<file path="src/rtl/serial_subtractor_if.sv">
// Start/busy/done handshake bundle for the bit-serial subtractor.
// The master issues operands; the slave returns the registered result.
interface serial_subtractor_if #(
    parameter int WIDTH = 8
);
    logic             start;
    logic [WIDTH-1:0] a;
    logic [WIDTH-1:0] b;
    logic             bin;
    logic             busy;
    logic             done;
    logic [WIDTH-1:0] diff;
    logic             borrow_out;

    modport master (
        output start, a, b, bin,
        input  busy, done, diff, borrow_out
    );

    modport slave (
        input  start, a, b, bin,
        output busy, done, diff, borrow_out
    );
endinterface

</file>
<file path="src/rtl/serial_subtractor.sv">
// Bit-serial WIDTH-bit subtractor: a - b - bin, LSB first, one full-subtractor step per clock.
// The result and final borrow are held until the next operation completes.
module serial_subtractor #(
    parameter int WIDTH = 8
) (
    input  logic                clk,
    input  logic                rst_n,
    serial_subtractor_if.slave  bus
);

    localparam int CNT_W = (WIDTH > 1) ? $clog2(WIDTH) : 1;
    localparam logic [CNT_W-1:0] LAST_STEP = CNT_W'(WIDTH - 1);

    typedef enum logic [1:0] {
        S_IDLE,
        S_RUN,
        S_DONE
    } state_t;

    state_t           r_state;
    state_t           w_next_state;

    logic [WIDTH-1:0] r_a_sh;
    logic [WIDTH-1:0] r_b_sh;
    logic [WIDTH-2:0] r_part;
    logic             r_br;
    logic [CNT_W-1:0] r_cnt;
    logic [WIDTH-1:0] r_diff;
    logic             r_borrow;

    logic             w_d;
    logic             w_borrow_next;
    logic             w_last;
    logic             w_accept;
    logic [WIDTH-1:0] w_part_next;

    // One full-subtractor cell fed by the operand LSBs and the registered borrow.
    assign w_d           = r_a_sh[0] ^ r_b_sh[0] ^ r_br;
    assign w_borrow_next = (~r_a_sh[0] & r_b_sh[0]) | (~(r_a_sh[0] ^ r_b_sh[0]) & r_br);
    assign w_last        = (r_cnt == LAST_STEP);
    assign w_accept      = (r_state == S_IDLE) && bus.start;

    // The partial result only needs WIDTH-1 bits; the last bit joins it on the completing edge.
    assign w_part_next   = {w_d, r_part};

    always_ff @(posedge clk or negedge rst_n) begin
        if (!rst_n) begin
            r_state <= S_IDLE;
        end else begin
            r_state <= w_next_state;
        end
    end

    always_comb begin
        w_next_state = r_state;
        case (r_state)
            S_IDLE: begin
                if (bus.start) begin
                    w_next_state = S_RUN;
                end
            end
            S_RUN: begin
                if (w_last) begin
                    w_next_state = S_DONE;
                end
            end
            S_DONE: begin
                w_next_state = S_IDLE;
            end
            default: begin
                w_next_state = S_IDLE;
            end
        endcase
    end

    always_ff @(posedge clk or negedge rst_n) begin
        if (!rst_n) begin
            r_a_sh   <= '0;
            r_b_sh   <= '0;
            r_part   <= '0;
            r_br     <= 1'b0;
            r_cnt    <= '0;
            r_diff   <= '0;
            r_borrow <= 1'b0;
        end else if (w_accept) begin
            r_a_sh <= bus.a;
            r_b_sh <= bus.b;
            r_br   <= bus.bin;
            r_cnt  <= '0;
        end else if (r_state == S_RUN) begin
            r_a_sh <= r_a_sh >> 1;
            r_b_sh <= r_b_sh >> 1;
            r_br   <= w_borrow_next;
            r_part <= w_part_next[WIDTH-1:1];
            r_cnt  <= r_cnt + CNT_W'(1);
            if (w_last) begin
                r_diff   <= w_part_next;
                r_borrow <= w_borrow_next;
            end
        end
    end

    assign bus.busy       = (r_state == S_RUN);
    assign bus.done       = (r_state == S_DONE);
    assign bus.diff       = r_diff;
    assign bus.borrow_out = r_borrow;

endmodule

</file>
<file path="src/flat_wrapper.sv">
// flat-port wrapper written by rule: the top's interface ports become plain ports
module serial_subtractor_flat 
#(
    parameter int WIDTH = 8
)
  (clk, rst_n, bus_start, bus_a, bus_b, bus_bin, bus_busy, bus_done, bus_diff, bus_borrow_out);
  serial_subtractor_if #(.WIDTH(WIDTH)) bus_i ();
  input  logic clk;
  input  logic rst_n;
  input wire logic [$bits(bus_i.start)-1:0] bus_start;
  input wire logic [$bits(bus_i.a)-1:0] bus_a;
  input wire logic [$bits(bus_i.b)-1:0] bus_b;
  input wire logic [$bits(bus_i.bin)-1:0] bus_bin;
  output wire logic [$bits(bus_i.busy)-1:0] bus_busy;
  output wire logic [$bits(bus_i.done)-1:0] bus_done;
  output wire logic [$bits(bus_i.diff)-1:0] bus_diff;
  output wire logic [$bits(bus_i.borrow_out)-1:0] bus_borrow_out;
  assign bus_i.start = bus_start;
  assign bus_i.a = bus_a;
  assign bus_i.b = bus_b;
  assign bus_i.bin = bus_bin;
  assign bus_busy = bus_i.busy;
  assign bus_done = bus_i.done;
  assign bus_diff = bus_i.diff;
  assign bus_borrow_out = bus_i.borrow_out;
  serial_subtractor #(.WIDTH(WIDTH)) u_core (.clk(clk), .rst_n(rst_n), .bus(bus_i));
endmodule
</file>
<file path="config.mk">
export PLATFORM = sky130hd
export DESIGN_NAME = serial_subtractor_flat
export DESIGN_NICKNAME = d
export VERILOG_FILES = /design/src/rtl/serial_subtractor_if.sv /design/src/rtl/serial_subtractor.sv /design/src/flat_wrapper.sv
export SDC_FILE = /design/constraint.sdc
export NUM_CORES = 1
export LEC_CHECK = 0
export CORE_ASPECT_RATIO = 0.5
export CORE_MARGIN = 2
export CORE_UTILIZATION = 35
export DETAILED_ROUTE_END_ITERATION = 8
export GPL_TIMING_DRIVEN = 0
export PLACE_DENSITY = 0.56
export SYNTH_ARGS = -nofsm -noshare
export SYNTH_HDL_FRONTEND = slang
export SYNTH_SLANG_ARGS = --single-unit
</file>
<file path="constraint.sdc">
create_clock -name clk -period 2.6 [get_ports clk]
set_clock_uncertainty 0.15 [all_clocks]
set_input_delay 0.26 -clock clk [delete_from_list [all_inputs] [get_ports clk]]
set_output_delay 0.26 -clock clk [all_outputs]
set_load 0.03 [all_outputs]
</file>
==> out/metrics.cfg, run 1 <==
[run_status]
status = finished, final reports clean

[drt]
drc_errors = 0
ant_nets = 0
avgRoutedWirePerCell_um = 14.4
wl_mm = 3.33
drtIter0Drc = 33
num_vias = 1201
drt_pass1_iterations = 5
routed_via_density = 5.20

[placement]
placed_area_sq_mm = 0.00198
routabilityCongestion = 0.715
portBuffers = 30
place_inst = 222
place_hpwl_mm = 2.29
post-place-ws_ps = 518

[critical_path]
worst_setup_path_end_kind = output pin
cp_max_fo = 10
worstPathRequired_ps = 2190
critPathKind = flop to output pin
crit_arrival_ps = 2000
start_kind = flop

[synthesis]
synth.area.top_cells = dfrtp_1, mux2_2, o22ai_1
seq_area_frac_synth = 0.588
yosys_register_bits = 38
synth.top_cell.area_share = 0.588
yosysMostFrequentCell = dfrtp_1
synthArstFlopShare = 1.00
syn_area_sq_mm = 0.00162
synth_edf_count = 0
synth_nets = 158
synth_flop_cell = dfrtp_1
yosys.area.top_type = dfrtp_1
synth_common_cells = dfrtp_1, o22ai_1, mux2_2
syn_inst = 135
yosys_warnings = 0
synth.distinct_cells = 22
syn_avg_cell_area_sq_um = 12.0

[cts]
ctsResizeCount = 0
cts_max_level = 2
cts_tree = yes
cts-root-buf = clkbuf_8
cts_setup_buffers = 0
cts.sinks = 38
cts_made_buffers = 5
cts.reportedPaths.clkPinSlew_ps = 70
clock_path_buffers = 2
clock_latency_ps = 280

[power_and_ir_drop]
ir_drop_v = 0.000339
power.density_mw_per_mm2 = 1220
total_power_mw = 2.54
cellLeakagePower_nw = 0.877

[cells_and_area]
drive_gt1_frac = 0.172
final_core_util = 0.471
antenna_cells = 0
design_area_sq_mm = 0.00208
seqCellArea_sq_um = 951
multi_input_area_sq_um = 602
area_growth_pct = 28.9
nNetsFinal = 196
fillers = 458
layout.cells.non_filler = 231

[run]
drv_cap = 0

[sta]
hold_slack_ps = 354
fin_crit_sh = 0.928
slew_viol_final = 0
clock.fmax_mhz = 415
setup_viol = 0
min_period_ps = 2410
slew_headroom = 0.428
grt_setup_unrepaired = no
tns_ps = 0
finalWorstSetupSlack_ps = 188
max_slew.worst_pin.slew_ps = 858
hold_viol = 0

[global_route]
grt_max_degree = 39
antenna_found_initial = 0
grt_pass1_vias = 1214
grt_pass1_wl_mm = 5.70
grtUsageTotal = 0.145
grt.overflow.total = 0

[hold_path]
holdCritPathClass = flop to flop

[die]
die_y_um = 52.1
start_util = 0.365
die_area_sq_mm = 0.00521
io_pins = 31
die_x_um = 100
row_count = 17
core_area_sq_mm = 0.00442

==> layout make-up <==
class,instances,share of cell area
flip-flops and latches,38,0.456
multi-input cells,82,0.289
repair buffers,31,0.146
clock buffers,7,0.0414
well taps,57,0.0342
plain buffers,9,0.0198
inverters,6,0.0108
clock inverters,1,0.00240
==> registers in the layout (all words and copies together) (netlist names) <==
name,cells
u_core.bus.diff,8
u_core.r_a_sh,8
u_core.r_b_sh,8
u_core.r_part,7
u_core.r_cnt,3
u_core.r_state,2
u_core.bus.borrow_out,1
u_core.r_br,1
==> repair_timing <==
action	CTS	global route
hold buffers	1	0
endpoints found under the setup margin	0	0
endpoints found under the hold margin	38	0
==> cells in the final DEF, fill, tap and decap left out, drive strengths merged, types with 2 or more instances in the layout <==
| cell type | count |
|---|---|
| o21ai | 7 |
| clkbuf | 10 |
| nand2 | 4 |
| buf | 7 |
| a2bb2oi | 3 |
| dfrtp | 38 |
| a21oi | 11 |
| nand2b | 4 |
| a22o | 2 |
| nor2 | 3 |
| clkdlybuf4s50 | 29 |
| mux2 | 15 |
| inv | 6 |
| ha | 2 |
| o22ai | 23 |
==> critical path: stages, from the launching register on <==
cell,delay [ps]
dfrtp_1,360
buf_2,200
inv_1,140
buf_2,220
nor2_1,110
clkdlybuf4s50_1,670
==> logic make-up (layout without fill, tap and decap cells) <==
kind of cell,Yosys count,after routing,synth area share
simple gates,15,15,0.0503
compound gates,49,49,0.190
buf+inv,15,54,0.0395
mux,15,15,0.104
fa+ha+maj,3,3,0.0279
flops,38,38,0.588
==> path summary, 6_finish.rpt <==
kind                            depth (start not counted)  slack [ps]                        endpoint                            from
worst min register to register                          1         350  u_core.bus.diff[1]$_DFFE_PN0P_  u_core.bus.diff[1]$_DFFE_PN0P_
worst max-delay path                                    5         190                        bus_done   u_core.r_state[1]$_DFFE_PN0P_
worst min-delay path                                    1         350  u_core.bus.diff[1]$_DFFE_PN0P_  u_core.bus.diff[1]$_DFFE_PN0P_
min in group asynchronous                               2         470    u_core.r_b_sh[3]$_DFFE_PN0P_                           rst_n
worst max register to register                          5         830  u_core.bus.diff[4]$_DFFE_PN0P_     u_core.r_cnt[0]$_DFFE_PN0P_
max in group asynchronous                               2        1280  u_core.bus.diff[4]$_DFFE_PN0P_                           rst_n
==> report_power, final <==
part	total, mW	internal (mW)	switching (mW)	leakage [nW]
logic	1.07	0.533	0.537	0.384
clock network	0.415	0.214	0.201	0.0482
registers	1.05	0.878	0.173	0.444
total	2.54	1.62	0.912	0.877
==> layer usage <==
layer / part of all wire / vias to the layer above / track usage / routed length, um
li1: - / 578 / - / -
met1: 0.51 / 589 / 0.194 / 1700
met2: 0.43 / 32 / 0.222 / 1430
met3: 0.054 / 2 / 0.0403 / 179
met4: 0.0090 / 0 / 0.0685 / 30
met5: 0 / - / 0 / 0
Note: power is estimated with default switching activity, not from simulation.
==> run 2: changes to the inputs <==
--- a/config.mk
+++ b/config.mk
@@ -10,7 +10,7 @@
 export CORE_UTILIZATION = 35
 export DETAILED_ROUTE_END_ITERATION = 8
 export GPL_TIMING_DRIVEN = 0
-export PLACE_DENSITY = 0.56
+export PLACE_DENSITY = 0.67
 export SYNTH_ARGS = -nofsm -noshare
 export SYNTH_HDL_FRONTEND = slang
 export SYNTH_SLANG_ARGS = --single-unit
==> run 2 against run 1 <==
Net effect:
- critical path depth unchanged
- non-clock buffer count unchanged
- combinational power barely moved
- critical path type unchanged
- highest routed layer unchanged
- largest cell class unchanged
- global-route usage fell by 0.29 points
- core utilization is 0.28 points lower
==> out/metrics.cfg, run 2 (synthesis results as in run 1) <==
[cts]
ctsResizeCount = 0
cts_max_level = 2
cts_tree = yes
clock_latency_ps = 290
cts.sinks = 38
cts-root-buf = clkbuf_8
clock_path_buffers = 2
cts_made_buffers = 5
cts.reportedPaths.clkPinSlew_ps = 80

[power_and_ir_drop]
power_switching_mw = 0.926
power.clock.fraction = 0.151
switching_share = 0.367
seq_power_share = 0.418
combPwrFrac = 0.431
power.density_mw_per_mm2 = 1220
internal_power_mw = 1.60
ir_drop_v = 0.000345
cellLeakagePower_nw = 0.872

[placement]
place_inst = 222
portBuffers = 30
place_hpwl_mm = 2.34
routabilityCongestion = 0.793

[hold_path]
worstHoldStart = u_core.bus.borrow_out$_DFFE_PN0P_
min_path_cells = 2
holdPathEnd = u_core.bus.borrow_out$_DFFE_PN0P_
holdCritPathClass = flop to flop

[critical_path]
r2r-end = u_core.bus.diff[1]$_DFFE_PN0P_
worstRegToRegCells = 5
critPathKind = flop to output pin
crit_arrival_ps = 2040
start_kind = flop
worstPathRequired_ps = 2190
worst_setup_path_end_kind = output pin
timing.reg2reg.setup_slack_ps = 850
cp_max_fo = 10
reg2reg_from = u_core.r_cnt[0]$_DFFE_PN0P_

[cells_and_area]
drive_gt1_frac = 0.173
seqCellArea_sq_um = 951
area_growth_pct = 28.2
final_cell_mix = dfrtp_1, clkdlybuf4s50_1, o22ai_1
layout_commonest_cell = dfrtp_1
antenna_cells = 0
layout.cells.non_filler = 230
multi_input_area_sq_um = 602
fillers = 426
nNetsFinal = 196

[die]
die_x_um = 100
die_y_um = 52.1
row_count = 17
start_util = 0.365
core_area_sq_mm = 0.00442
die_area_sq_mm = 0.00521
io_pins = 31

[sta]
tns_ps = 0
min_period_ps = 2450
max_slew.worst_pin.slew_ps = 815
setup_viol = 0
grt_setup_unrepaired = no
slew_viol_final = 0
fin_crit_sh = 0.942
slew_headroom = 0.457
hold_viol = 0
clock.fmax_mhz = 408

[global_route]
grtUsageTotal = 0.142
grt_pass1_wl_mm = 5.58
grt_max_degree = 39
grt.overflow.total = 0
antenna_found_initial = 0
grt_pass1_vias = 1204

[drt]
num_vias = 1196
drtIter0Drc = 46
ant_nets = 0
drt_pass1_iterations = 4
drc_errors = 0
avgRoutedWirePerCell_um = 14.2
wl_mm = 3.27
routed_via_density = 5.20

[run]
drv_cap = 0

[run_status]
status = finished, final reports clean

[run 2: worst max-delay path, stage by stage (launching register included)]
cell	delay [ps]
dfrtp_1	370
buf_2	200
inv_1	140
buf_2	220
nor2_1	130
clkdlybuf4s50_1	690
[run 2: repair_timing]
item / in CTS / in global routing
buffers inserted: 0 / 0
hold buffers: 1 / 0
endpoints found under the setup margin: 0 / 0
hold endpoints to repair: 38 / 0
[run 2: area by class of cell]
| type | instances | share of cell area |
|---|---|---|
| flip-flops and latches | 38 | 0.459 |
| clock buffers | 5 | 0.0332 |
| plain buffers | 9 | 0.0199 |
| multi-input cells | 82 | 0.290 |
| well taps | 57 | 0.0344 |
| repair buffers | 31 | 0.147 |
| inverters | 6 | 0.0109 |
| clock inverters | 2 | 0.00483 |
[run 2: metrics by stage]
stage | power (mW) | utilization | setup slack, ps | instance area [sq um] | hold WS [ps]
finish | 2.52 | 0.468 | 152 | 2070 | 349
global route | 2.71 | 0.468 | 42.9 | 2070 | 375
CTS | 2.55 | 0.468 | 149 | 2070 | 359
detailed placement | 2.16 | 0.448 | 500 | 1980 | 258
global placement | 2.12 | 0.449 | 228 | 1990 | 337
floorplan | 1.78 | - | 965 | 1620 | -186
[run 2: power groups by stage]
stage                     Clock (mW)  Sequential [mW]  Combinational, mW
after floorplan                    0             1.16              0.627
after global placement             0             1.05               1.06
after detailed placement           0             1.07               1.10
after CTS                      0.391             1.06               1.10
after global routing           0.426             1.09               1.19
final                          0.382             1.05               1.09
[run 2: metal layers]
layer,GRT usage,share of wire,vias up
li1,-,-,577
met1,0.184,0.47,592
met2,0.231,0.48,20
met3,0.0444,0.038,7
met4,0.0479,0.013,0
met5,0,0,-
[run 2: how the worst max path moves through the flow]
stage / start / to / slack, ps / cells past startpoint
floorplan: u_core.r_cnt[0]$_DFFE_PN0P_ / u_core.bus.diff[0]$_DFFE_PN0P_ / 970 / 5
global placement: rst_n / u_core.bus.diff[0]$_DFFE_PN0P_ / 230 / 1
detailed placement: u_core.r_state[1]$_DFFE_PN0P_ / bus_done / 500 / 5
CTS: u_core.r_state[1]$_DFFE_PN0P_ / bus_done / 150 / 5
global route: u_core.r_state[1]$_DFFE_PN0P_ / bus_done / 40 / 5
finish: u_core.r_state[1]$_DFFE_PN0P_ / bus_done / 150 / 5
